$ cat config.mk
export PLATFORM = sky130hd
export DESIGN_NAME = calc_arbiter_flat
export DESIGN_NICKNAME = d
export VERILOG_FILES = /design/src/rtl/calc_arbiter_if.sv /design/src/rtl/calc_arbiter.sv /design/src/flat_wrapper.sv
export SDC_FILE = /design/constraint.sdc
export NUM_CORES = 1
export LEC_CHECK = 0
export ABC_AREA = 1
export ABC_CLOCK_PERIOD_IN_PS = 1200
export BUFFER_PORTS_ARGS = -buffer_cell sky130_fd_sc_hd__clkbuf_2
export CELL_PAD_IN_SITES_DETAIL_PLACEMENT = 0
export CELL_PAD_IN_SITES_GLOBAL_PLACEMENT = 1
export CORE_UTILIZATION = 26
export DETAILED_ROUTE_END_ITERATION = 10
export PLACE_DENSITY = 0.79
export SLEW_MARGIN = 20
export SYNTH_ARGS = -nofsm -noshare
export SYNTH_HDL_FRONTEND = slang
export SYNTH_SLANG_ARGS = --single-unit
$ cat constraint.sdc
create_clock -name clk -period 1.2 [get_ports clk]
set_clock_uncertainty 0.2 [all_clocks]
set_input_delay 0.06 -clock clk [delete_from_list [all_inputs] [get_ports clk]]
set_output_delay 0.06 -clock clk [all_outputs]
set_load 0.005 [all_outputs]
$ cat src/rtl/calc_arbiter_if.sv
// Bundles the two requester ports, the shared add/sub unit port and the status outputs of calc_arbiter.
// The ovf signal exists only when CALC_ARBITER_OVF_EN is defined.
interface calc_arbiter_if #(parameter int W = 6);
  logic         req0, req1;
  logic [W-1:0] a0, b0, a1, b1;
  logic         sub0, sub1;
  logic         gnt0, gnt1;
  logic         done0, done1;
  logic [W-1:0] result;
  logic         busy;
  logic [W-1:0] au_a, au_b;
  logic         au_sub;
  logic [W-1:0] au_result;
`ifdef CALC_ARBITER_OVF_EN
  logic         ovf;
`endif

  // The master side holds the requesters and the external add/sub unit.
  modport master (
    output req0, req1, a0, b0, a1, b1, sub0, sub1, au_result,
    input  gnt0, gnt1, done0, done1, result, busy, au_a, au_b, au_sub
`ifdef CALC_ARBITER_OVF_EN
    , input ovf
`endif
  );

  modport slave (
    input  req0, req1, a0, b0, a1, b1, sub0, sub1, au_result,
    output gnt0, gnt1, done0, done1, result, busy, au_a, au_b, au_sub
`ifdef CALC_ARBITER_OVF_EN
    , output ovf
`endif
  );
endinterface

$ cat src/rtl/calc_arbiter.sv
// Round-robin arbiter that lends one external W-bit add/sub unit to two requesters (IDLE -> EXEC -> DONE).
// Optional feature macro CALC_ARBITER_OVF_EN adds a registered carry/borrow flag, ovf.
module calc_arbiter #(
  parameter int W = 6
) (
  input logic         clk,
  input logic         rst,
  calc_arbiter_if.slave bus
);

  typedef enum logic [1:0] {IDLE, EXEC, DONE} state_t;

  state_t       state, state_next;
  logic         last;      // requester granted most recently
  logic         winner;    // requester that owns the current operation
  logic         win_sel;
  logic         load;
  logic [W-1:0] op_a, op_b, res_q;
  logic         op_sub;
`ifdef CALC_ARBITER_OVF_EN
  logic         ovf_q;
`endif

  // NOTE: every signal driven here gets a default first, so no path can leave it unassigned and infer a latch.
  always_comb begin
    state_next = state;
    load       = 1'b0;
    win_sel    = 1'b0;
    unique case (state)
      IDLE: begin
        if (bus.req0 || bus.req1) begin
          load       = 1'b1;
          state_next = EXEC;
          // When both requesters contend, the one not granted last wins.
          win_sel    = (bus.req0 && bus.req1) ? ~last : bus.req1;
        end
      end
      EXEC:    state_next = DONE;
      DONE:    state_next = IDLE;
      default: state_next = IDLE;
    endcase
  end

  // NOTE: sequential state uses non-blocking assignments, so every register samples the values from before the edge.
  always_ff @(posedge clk) begin
    if (rst) state <= IDLE;
    else     state <= state_next;
  end

  always_ff @(posedge clk) begin
    if (rst) begin
      last   <= 1'b1;
      winner <= 1'b0;
      op_a   <= '0;
      op_b   <= '0;
      op_sub <= 1'b0;
      res_q  <= '0;
`ifdef CALC_ARBITER_OVF_EN
      ovf_q  <= 1'b0;
`endif
    end else begin
      if (load) begin
        winner <= win_sel;
        op_a   <= win_sel ? bus.a1   : bus.a0;
        op_b   <= win_sel ? bus.b1   : bus.b0;
        op_sub <= win_sel ? bus.sub1 : bus.sub0;
      end
      if (state == EXEC) begin
        res_q <= bus.au_result;
`ifdef CALC_ARBITER_OVF_EN
        // Carry out of an add shows up as a wrapped sum smaller than a; a borrow is a < b.
        ovf_q <= op_sub ? (op_a < op_b) : (bus.au_result < op_a);
`endif
      end
      if (state == DONE) last <= winner;
    end
  end

  // The operand registers always drive the unit; they only change while loading out of IDLE.
  assign bus.au_a   = op_a;
  assign bus.au_b   = op_b;
  assign bus.au_sub = op_sub;
  assign bus.result = res_q;
  assign bus.busy   = (state != IDLE);
  assign bus.gnt0   = (state != IDLE) && !winner;
  assign bus.gnt1   = (state != IDLE) &&  winner;
  assign bus.done0  = (state == DONE) && !winner;
  assign bus.done1  = (state == DONE) &&  winner;
`ifdef CALC_ARBITER_OVF_EN
  assign bus.ovf    = ovf_q;
`endif

endmodule

$ cat src/flat_wrapper.sv
// flat-port wrapper written by rule: the top's interface ports become plain ports
module calc_arbiter_flat 
#(
  parameter int W = 6
)
  (clk, rst, bus_req0, bus_req1, bus_a0, bus_b0, bus_a1, bus_b1, bus_sub0, bus_sub1, bus_au_result, bus_gnt0, bus_gnt1, bus_done0, bus_done1, bus_result, bus_busy, bus_au_a, bus_au_b, bus_au_sub);
  calc_arbiter_if #(.W(W)) bus_i ();
  input logic clk;
  input logic rst;
  input wire logic [$bits(bus_i.req0)-1:0] bus_req0;
  input wire logic [$bits(bus_i.req1)-1:0] bus_req1;
  input wire logic [$bits(bus_i.a0)-1:0] bus_a0;
  input wire logic [$bits(bus_i.b0)-1:0] bus_b0;
  input wire logic [$bits(bus_i.a1)-1:0] bus_a1;
  input wire logic [$bits(bus_i.b1)-1:0] bus_b1;
  input wire logic [$bits(bus_i.sub0)-1:0] bus_sub0;
  input wire logic [$bits(bus_i.sub1)-1:0] bus_sub1;
  input wire logic [$bits(bus_i.au_result)-1:0] bus_au_result;
  output wire logic [$bits(bus_i.gnt0)-1:0] bus_gnt0;
  output wire logic [$bits(bus_i.gnt1)-1:0] bus_gnt1;
  output wire logic [$bits(bus_i.done0)-1:0] bus_done0;
  output wire logic [$bits(bus_i.done1)-1:0] bus_done1;
  output wire logic [$bits(bus_i.result)-1:0] bus_result;
  output wire logic [$bits(bus_i.busy)-1:0] bus_busy;
  output wire logic [$bits(bus_i.au_a)-1:0] bus_au_a;
  output wire logic [$bits(bus_i.au_b)-1:0] bus_au_b;
  output wire logic [$bits(bus_i.au_sub)-1:0] bus_au_sub;
  assign bus_i.req0 = bus_req0;
  assign bus_i.req1 = bus_req1;
  assign bus_i.a0 = bus_a0;
  assign bus_i.b0 = bus_b0;
  assign bus_i.a1 = bus_a1;
  assign bus_i.b1 = bus_b1;
  assign bus_i.sub0 = bus_sub0;
  assign bus_i.sub1 = bus_sub1;
  assign bus_i.au_result = bus_au_result;
  assign bus_gnt0 = bus_i.gnt0;
  assign bus_gnt1 = bus_i.gnt1;
  assign bus_done0 = bus_i.done0;
  assign bus_done1 = bus_i.done1;
  assign bus_result = bus_i.result;
  assign bus_busy = bus_i.busy;
  assign bus_au_a = bus_i.au_a;
  assign bus_au_b = bus_i.au_b;
  assign bus_au_sub = bus_i.au_sub;
  calc_arbiter #(.W(W)) u_core (.clk(clk), .rst(rst), .bus(bus_i));
endmodule
Yosys cells after proc, flatten, opt, wreduce, memory -nomap -nowiden

Index checks and enable logic that the tools add are counted.

Logic and storage cells: 30
Memory bits (writable): 0
Output and inout port bits: 24
Bits in latches: 0
Bits in read-only memories: 0
Register bits: 23
Memories kept: 0
Bits of input ports: 36

Reduce and logical (&&, ||, !) cells: 9
$mul: 0
Multiplexer cells: 10
Div/mod/pow operators: 0
$add $sub $neg: 0
Order comparisons: 0
Equality and inequality tests: 3
Shift operators: 0
Bitwise operators: 1

Operators by type and width:

| kind                                                                     | number |
|---|---|
| 6-bit 2-to-1 mux                                                         | 2 |
| 1-bit 2-to-1 mux                                                         | 6 |
| 1-bit logical AND                                                        | 5 |
| 2-bit one-hot mux with 2 select lines                                    | 1 |
| 2-bit by 1-bit == test with 1-bit output (second input constant)         | 1 |
| 2-bit == test (second input constant)                                    | 1 |
| 2-bit zero test                                                          | 1 |
| 2-bit 2-to-1 mux                                                         | 1 |
| 2-bit by 1-bit inequality test with 1-bit output (second input constant) | 1 |
| 2-bit nonzero test                                                       | 1 |
| 1-bit zero test                                                          | 1 |
| 1-bit logical OR                                                         | 1 |
| 1-bit NOT                                                                | 1 |

Longest topological paths before layout

Gate-level depths: netlist of the first run.

Word-level depth: 5
Mapped depth: 7
Mapped depth without buffers: 7

Worst setup path before layout of the first run

Ideal clock, no wire load.

Path type: reg2reg
From: reg u_core.state[0]
To: reg u_core.op_a[5], in the netlist u_core.bus.au_a[5]
Cell stages (with the launch flop): 6
Library setup time: 120 ps
Period minus slack after synthesis: 1254 ps
Setup slack: -54 ps
Data required time: 880 ps
Buffers on the path: 1
Arrival: 934 ps
Path through: dfxtp_1 > inv_1 > nand2_2 > nor2_4 > buf_4 > a21oi_1

Word-level cells in the longest chain between the ends: 3
Elaborated cells between the ends (all ways): 4
Those cells by class: mux: 3; reduce/logical: 1

Ends and longest elaborated chain:

| what                   | RTL line           | RTL |
|---|---|---|
| start, declared        | calc_arbiter.sv:13 | `state_t state, state_next;` |
| start signal, assigned | calc_arbiter.sv:47 | `else state <= state_next;` |
| 2-bit zero test *      | calc_arbiter.sv:29 | `unique case (state)` |
| 1-bit 2-to-1 mux       | calc_arbiter.sv:29 |  |
| 6-bit 2-to-1 mux       | calc_arbiter.sv:64 | `op_a <= win_sel ? bus.a1 : bus.a0;` |
| end signal, assigned   | calc_arbiter.sv:64 |  |
| end, declared          | calc_arbiter.sv:18 | `logic [W-1:0] op_a, op_b, res_q;` |

Every way passes the cells marked *; elsewhere a longest branch is shown, timed or not.
A chain may end at the register's enable or synchronous reset.

Worst setup path in the final report of the first run

From: reg u_core.state[1]
To: reg u_core.op_b[2], in the netlist u_core.bus.au_b[2]

Word-level cells in the longest chain between the ends: 3
Elaborated cells between the ends (all ways): 4
Those cells by class: mux: 3; reduce/logical: 1

Ends and longest elaborated chain:

| what                 | RTL line           | RTL |
|---|---|---|
| 2-bit zero test *    | calc_arbiter.sv:29 |  |
| 1-bit 2-to-1 mux     | calc_arbiter.sv:29 |  |
| 6-bit 2-to-1 mux     | calc_arbiter.sv:65 | `op_b <= win_sel ? bus.b1 : bus.b0;` |
| end signal, assigned | calc_arbiter.sv:65 |  |
| end, declared        | calc_arbiter.sv:18 |  |

Marked as above.

==> results of run 1 <==
area by class of cell:
class / instances / area, um^2 / share of cell area (%)
inverters: 30 / 113 / 5.58
clock buffers: 3 / 41.3 / 2.04
flip-flops and latches: 23 / 467 / 23.1
clock inverters: 1 / 5.00 / 0.248
multi-input cells: 104 / 517 / 25.6
repair buffers: 110 / 815 / 40.3
well taps: 50 / 62.6 / 3.10
per-layer routing:
| layer | wire [um] | GRT usage, % | vias to the layer above |
|---|---|---|---|
| li1 | - | - | 711 |
| met1 | 1360 | 14.6 | 565 |
| met2 | 1630 | 25.5 | 41 |
| met3 | 183 | 3.21 | 8 |
| met4 | 75 | 7.18 | 0 |
| met5 | 0 | 0 | - |
report_power, final:
| part | total, mW | internal, mW | switching (mW) | leakage [nW] |
|---|---|---|---|---|
| Clock | 0.469 | 0.231 | 0.237 | 0.0255 |
| Combinational | 0.656 | 0.365 | 0.291 | 0.885 |
| Sequential | 0.895 | 0.845 | 0.0504 | 0.192 |
| Total | 2.02 | 1.44 | 0.579 | 1.10 |
repair_timing:
item	in CTS	in global routing
cloned	1	1
gates resized for setup	9	4
pin swaps	2	0
hold buffers	33	0
endpoints found under the hold margin	23	0
endpoints found under the setup margin	18	25
setup buffers	1	2
worst max-delay path, cell delays in order (launching register included):
cell     delay [ps]
dfxtp_4         370
inv_2            60
nand2_4          60
nor2_4          160
buf_6           130
buf_12          100
o21ai_1          70
a21oi_2         100
registers in the layout, summed over array words and instances (netlist names):
| signal | flops |
|---|---|
| u_core.state | 2 |
| u_core.bus.au_a | 6 |
| u_core.bus.au_b | 6 |
| u_core.last | 1 |
| u_core.bus.result | 6 |
| u_core.bus.au_sub | 1 |
| u_core.winner | 1 |
metrics by stage:
step,instances,area (um^2),power [mW]
finish,321,2020,2.02
global route,321,2020,2.15
CTS,318,1970,2.00
detailed placement,279,1550,1.41
global placement,279,1550,1.40
floorplan,162,1120,1.17
cells in the mapped netlist:
library cell,n
nand2_1,40
inv_1,30
nor2_1,24
dfxtp_1,23
o21ai_0,11
a21oi_2,9
o21ai_1,7
a21oi_1,4
buf_2,2
buf_6,2
nand3_1,2
nand4_1,2
nor2_4,2
a21boi_1,1
buf_4,1
nand2_2,1
nand3_2,1
path summary, 6_finish.rpt:
path	startpoint	end	slack, ps	depth (start not counted)
setup / recovery	u_core.state[1]$_SDFFE_PP0P_	u_core.bus.au_b[2]$_SDFFE_PP0P_	-110	7
hold / removal	rst	u_core.bus.au_b[0]$_SDFFE_PP0P_	70	5
setup reg to reg	u_core.state[1]$_SDFFE_PP0P_	u_core.bus.au_b[2]$_SDFFE_PP0P_	-110	7
hold reg to reg	u_core.winner$_SDFFE_PP0P_	u_core.winner$_SDFFE_PP0P_	310	2
cells by family (layout without fill, tap and decap cells):
logic type             Yosys count  count (layout)  share of synthesized area, %
buffers and inverters           35             144                          13.7
DFF                             23              23                          41.4
AOI/OAI and AO/OA               32              32                          17.7
and+or+nand+nor                 72              72                          27.1
==> impl_metrics.json, run 1 <==
{
  "max_freq_mhz": 766,
  "ys_seq_area_share_pct": 41.4,
  "grt_overflow_total": 0,
  "syn_area_per_cell_um2": 6.86,
  "synthTopCellsByArea": "dfxtp_1 (41%), nand2_1 (14%), inv_1 (10%)",
  "crit_required_ps": 1200,
  "avgViaCountPerCell": 4.13,
  "slew_viol_final": 0,
  "drive_above_1_share_pct": 37.6,
  "wl_per_cell_um": 10.1,
  "fp.dieH_um": 67.4,
  "grt_max_degree": 18,
  "rsz0062_at_grt": "true",
  "whs_ps": 68.7,
  "ys_ff_latch": 23,
  "synth.top_cell.area_share_pct": 41.4,
  "clkLatencyLatePin_ps": 260,
  "fin_ws_ps": -105,
  "ctsHtreeMaxLevel": 1,
  "violations": "setup timing",
  "yosysTopAreaCell": "dfxtp_1",
  "track_usage_pct": 13.9,
  "cts_tree": "yes",
  "gp_congestion": 0.708,
  "syn_nets": 198,
  "worst_slew_pin_slew_ps": 247,
  "place_ws_ps": -85.4,
  "cap_violations": 0,
  "fin_crit_ps": 1310,
  "cp.arrival_ps": 1310,
  "final_util_pct": 49.8,
  "row_count": 23,
  "synthCells": 162,
  "dieArea_mm2": 0.00454,
  "syn_area_mm2": 0.00111,
  "postRouteAntennaNets": 0,
  "relSlewSlack_pct": 83.5,
  "cts_max_path_buffers": 2,
  "start_kind": "flop",
  "final_common_cell": "clkbuf_2",
  "cts_root_buf": "clkbuf_8",
  "dpl.hpwl_um": 2080,
  "status": "complete, but fails checks",
  "grt_pass1_wl_um": 4780,
  "tns_ps": -1430,
  "drtIter0Drc": 31,
  "final_cell_mix": "clkbuf_2 (59), nand2_1 (40), dlygate4sd3_1 (33), inv_1 (27), nor2_1 (23)",
  "power_per_cell_area_mw_per_mm2": 1000,
  "port-buffer-count": 59,
  "min_path_type": "in -> reg",
  "initial_core_util_pct": 27.4,
  "antenna_found_initial": 0,
  "grt_pass1_vias": 1184,
  "cp_max_fo": 7,
  "ios": 60,
  "drcViolationCount": 0,
  "layout.nets": 308,
  "yosys_warnings": 0,
  "core_area_mm2": 0.00406,
  "dr.pass1.iters": 4,
  "ys_types": 17,
  "p_leak_nw": 1.10,
  "cts_sinks": 23,
  "clkTransAtPathRegs_ps": 80,
  "worstSetupPathType": "reg -> reg",
  "vias": 1325,
  "end_kind": "flop",
  "die_w_um": 67.4,
  "fillers": 420,
  "numCtsBuffers": 3,
  "finalHoldViolCount": 0,
  "synthToLayoutAreaGrowth_pct": 81.8,
  "peakVddDrop_mv": 0.415,
  "antenna_cells": 0,
  "drt-total-wl_um": 3250,
  "setup_violations": 18,
  "fin_crit_sh_pct": 109
}
(Power assumes the default switching activity.)
==> run 2: changes to the inputs <==
Settings changed: ABC_CLOCK_PERIOD_IN_PS 1200 to 1500, CORE_UTILIZATION 26 to 29, PLACE_DENSITY 0.79 to 0.83, SKIP_LAST_GASP set to 1.
Clock period 1.2 ns to 1.5 ns, I/O delays scaled along.
==> run 2 against run 1 <==
  * The flow now finishes without violations
  * Count of clock-buffer cells in the layout rose by 1
  * Combinational power down 35%
  * Clock power down 17%
  * Via count is 5.7% lower
  * Cell count fell by 5.0%
  * Critical path depth down 2
  * Critical path type is now in -> reg
  * Core utilization grew 0.71 points
  * Register-to-register slack gained 270 ps
  * Die area shrank 10%
  * Sequential share of layout area grew 1.8 points
  * Setup slack improved by 230 ps
  * First-iteration DRC count fell by 48%
==> impl_metrics.json, run 2 (same netlist as run 1, synthesis figures left out) <==
{
  "ios": 60,
  "cp_slowest_stage_delay_ps": 520,
  "cp_max_fo": 17,
  "status": "finished, final reports clean",
  "ctsHtreeMaxLevel": 1,
  "drt-total-wl_um": 2960,
  "relSlewSlack_pct": 81.9,
  "cts_sinks": 23,
  "final_util_pct": 50.5,
  "setup_violations": 0,
  "worst_slew_pin_slew_ps": 271,
  "start_kind": "input pin",
  "slew_viol_final": 0,
  "power_per_cell_area_mw_per_mm2": 827,
  "p_leak_nw": 1.01,
  "row_count": 22,
  "grt_pass1_vias": 1165,
  "path_delay_family": "buffers and inverters",
  "peakVddDrop_mv": 0.342,
  "track_usage_pct": 15.3,
  "finalHoldViolCount": 0,
  "fin_crit_sh_pct": 91.5,
  "dieArea_mm2": 0.00408,
  "final_cell_mix": "clkbuf_2 (59), nand2_1 (40), dlygate4sd3_1 (33), inv_1 (29), nor2_1 (24)",
  "cp_num_buf_inv": 3,
  "dpl.hpwl_um": 1970,
  "cap_violations": 0,
  "grt_pass1_wl_um": 4840,
  "gp_congestion": 0.688,
  "min_path_type": "in -> reg",
  "end_kind": "flop",
  "wl_per_cell_um": 9.70,
  "port-buffer-count": 59,
  "drive_above_1_share_pct": 31.1,
  "postRouteAntennaNets": 0,
  "clkTransAtPathRegs_ps": 80,
  "design_area_mm2": 0.00185,
  "synthToLayoutAreaGrowth_pct": 66.3,
  "die_w_um": 63.9,
  "cp.arrival_ps": 1340,
  "fillers": 391,
  "path_cells": "dlygate4sd3_1 -> clkbuf_2 -> clkinvlp_4 -> o21ai_1 -> a21oi_2",
  "place_area_mm2": 0.00147,
  "antenna_cells": 0,
  "cts_tree": "yes",
  "final_common_cell": "clkbuf_2",
  "fin_crit_ps": 1370,
  "worstSetupPathType": "in -> reg",
  "vias": 1250,
  "rsz0062_at_grt": "false",
  "cts_root_buf": "clkbuf_8",
  "numCtsBuffers": 3,
  "critPathSlowestCell": "dlygate4sd3_1",
  "initial_core_util_pct": 30.3,
  "core_area_mm2": 0.00366,
  "dr.pass1.iters": 2,
  "avgViaCountPerCell": 4.10,
  "antenna_found_initial": 0,
  "fp.dieH_um": 63.9,
  "clkLatencyLatePin_ps": 260,
  "crit_required_ps": 1460,
  "cts_max_path_buffers": 2,
  "max_freq_mhz": 729,
  "grt_overflow_total": 0,
  "drcViolationCount": 0,
  "drtIter0Drc": 16,
  "tns_ps": 0,
  "layout.nets": 294,
  "grt_max_degree": 28
}
[run 2: power breakdown]
group	total [mW]	switching, mW	internal, mW	leakage, nW
Sequential	0.711	0.0361	0.675	0.191
Clock	0.389	0.199	0.190	0.0228
Combinational	0.429	0.208	0.221	0.794
[run 2: what timing repair did]
| item | in CTS | in global routing |
|---|---|---|
| hold endpoints to repair | 23 | 0 |
| hold buffers | 33 | 0 |
| setup buffers | 0 | 0 |
| setup endpoints to repair | 0 | 14 |
| gates resized for setup | 0 | 1 |
[run 2: through the flow]
| step | std cells | hold slack [ps] | total power, mW | setup slack (ps) |
|---|---|---|---|---|
| after floorplan | 162 | -55.9 | 0.929 | 246 |
| after global placement | 268 | 101 | 1.09 | 174 |
| after detailed placement | 268 | 108 | 1.09 | 174 |
| after CTS | 305 | 23.8 | 1.55 | 15.1 |
| after global routing | 305 | 57.4 | 1.64 | 16.1 |
| final | 305 | 22.8 | 1.53 | 128 |
[run 2: final timing paths]
kind / start / to / slack [ps] / cells past startpoint
worst max register to register: u_core.state[1]$_SDFFE_PP0P_ / u_core.bus.au_b[5]$_SDFFE_PP0P_ / 160 / 6
worst max-delay path: rst / u_core.bus.au_a[3]$_SDFFE_PP0P_ / 130 / 5
worst min-delay path: bus_req1 / u_core.bus.au_b[3]$_SDFFE_PP0P_ / 20 / 5
worst min register to register: u_core.bus.result[1]$_SDFFE_PP0N_ / u_core.bus.result[1]$_SDFFE_PP0N_ / 310 / 2
[run 2: tightest hold or removal path: stages]
cell,delay (ps)
clkbuf_2,120
nand4_1,100
nand3_1,70
nand2_1,50
inv_1,30
[run 2: final cells by class]
| class | instances | area, um^2 | area share (%) |
|---|---|---|---|
| clock buffers | 4 | 45.0 | 2.44 |
| well taps | 48 | 60.1 | 3.25 |
| multi-input cells | 104 | 498 | 26.9 |
| inverters | 30 | 116 | 6.30 |
| flip-flops and latches | 23 | 460 | 24.9 |
| repair buffers | 96 | 668 | 36.2 |
[run 2: per-layer routing]
layer / global-route usage, % / share of wire, %
met1: 17.8 / 46
met2: 26.6 / 48
met3: 2.68 / 4.1
met4: 7.67 / 1.9
met5: 0 / 0
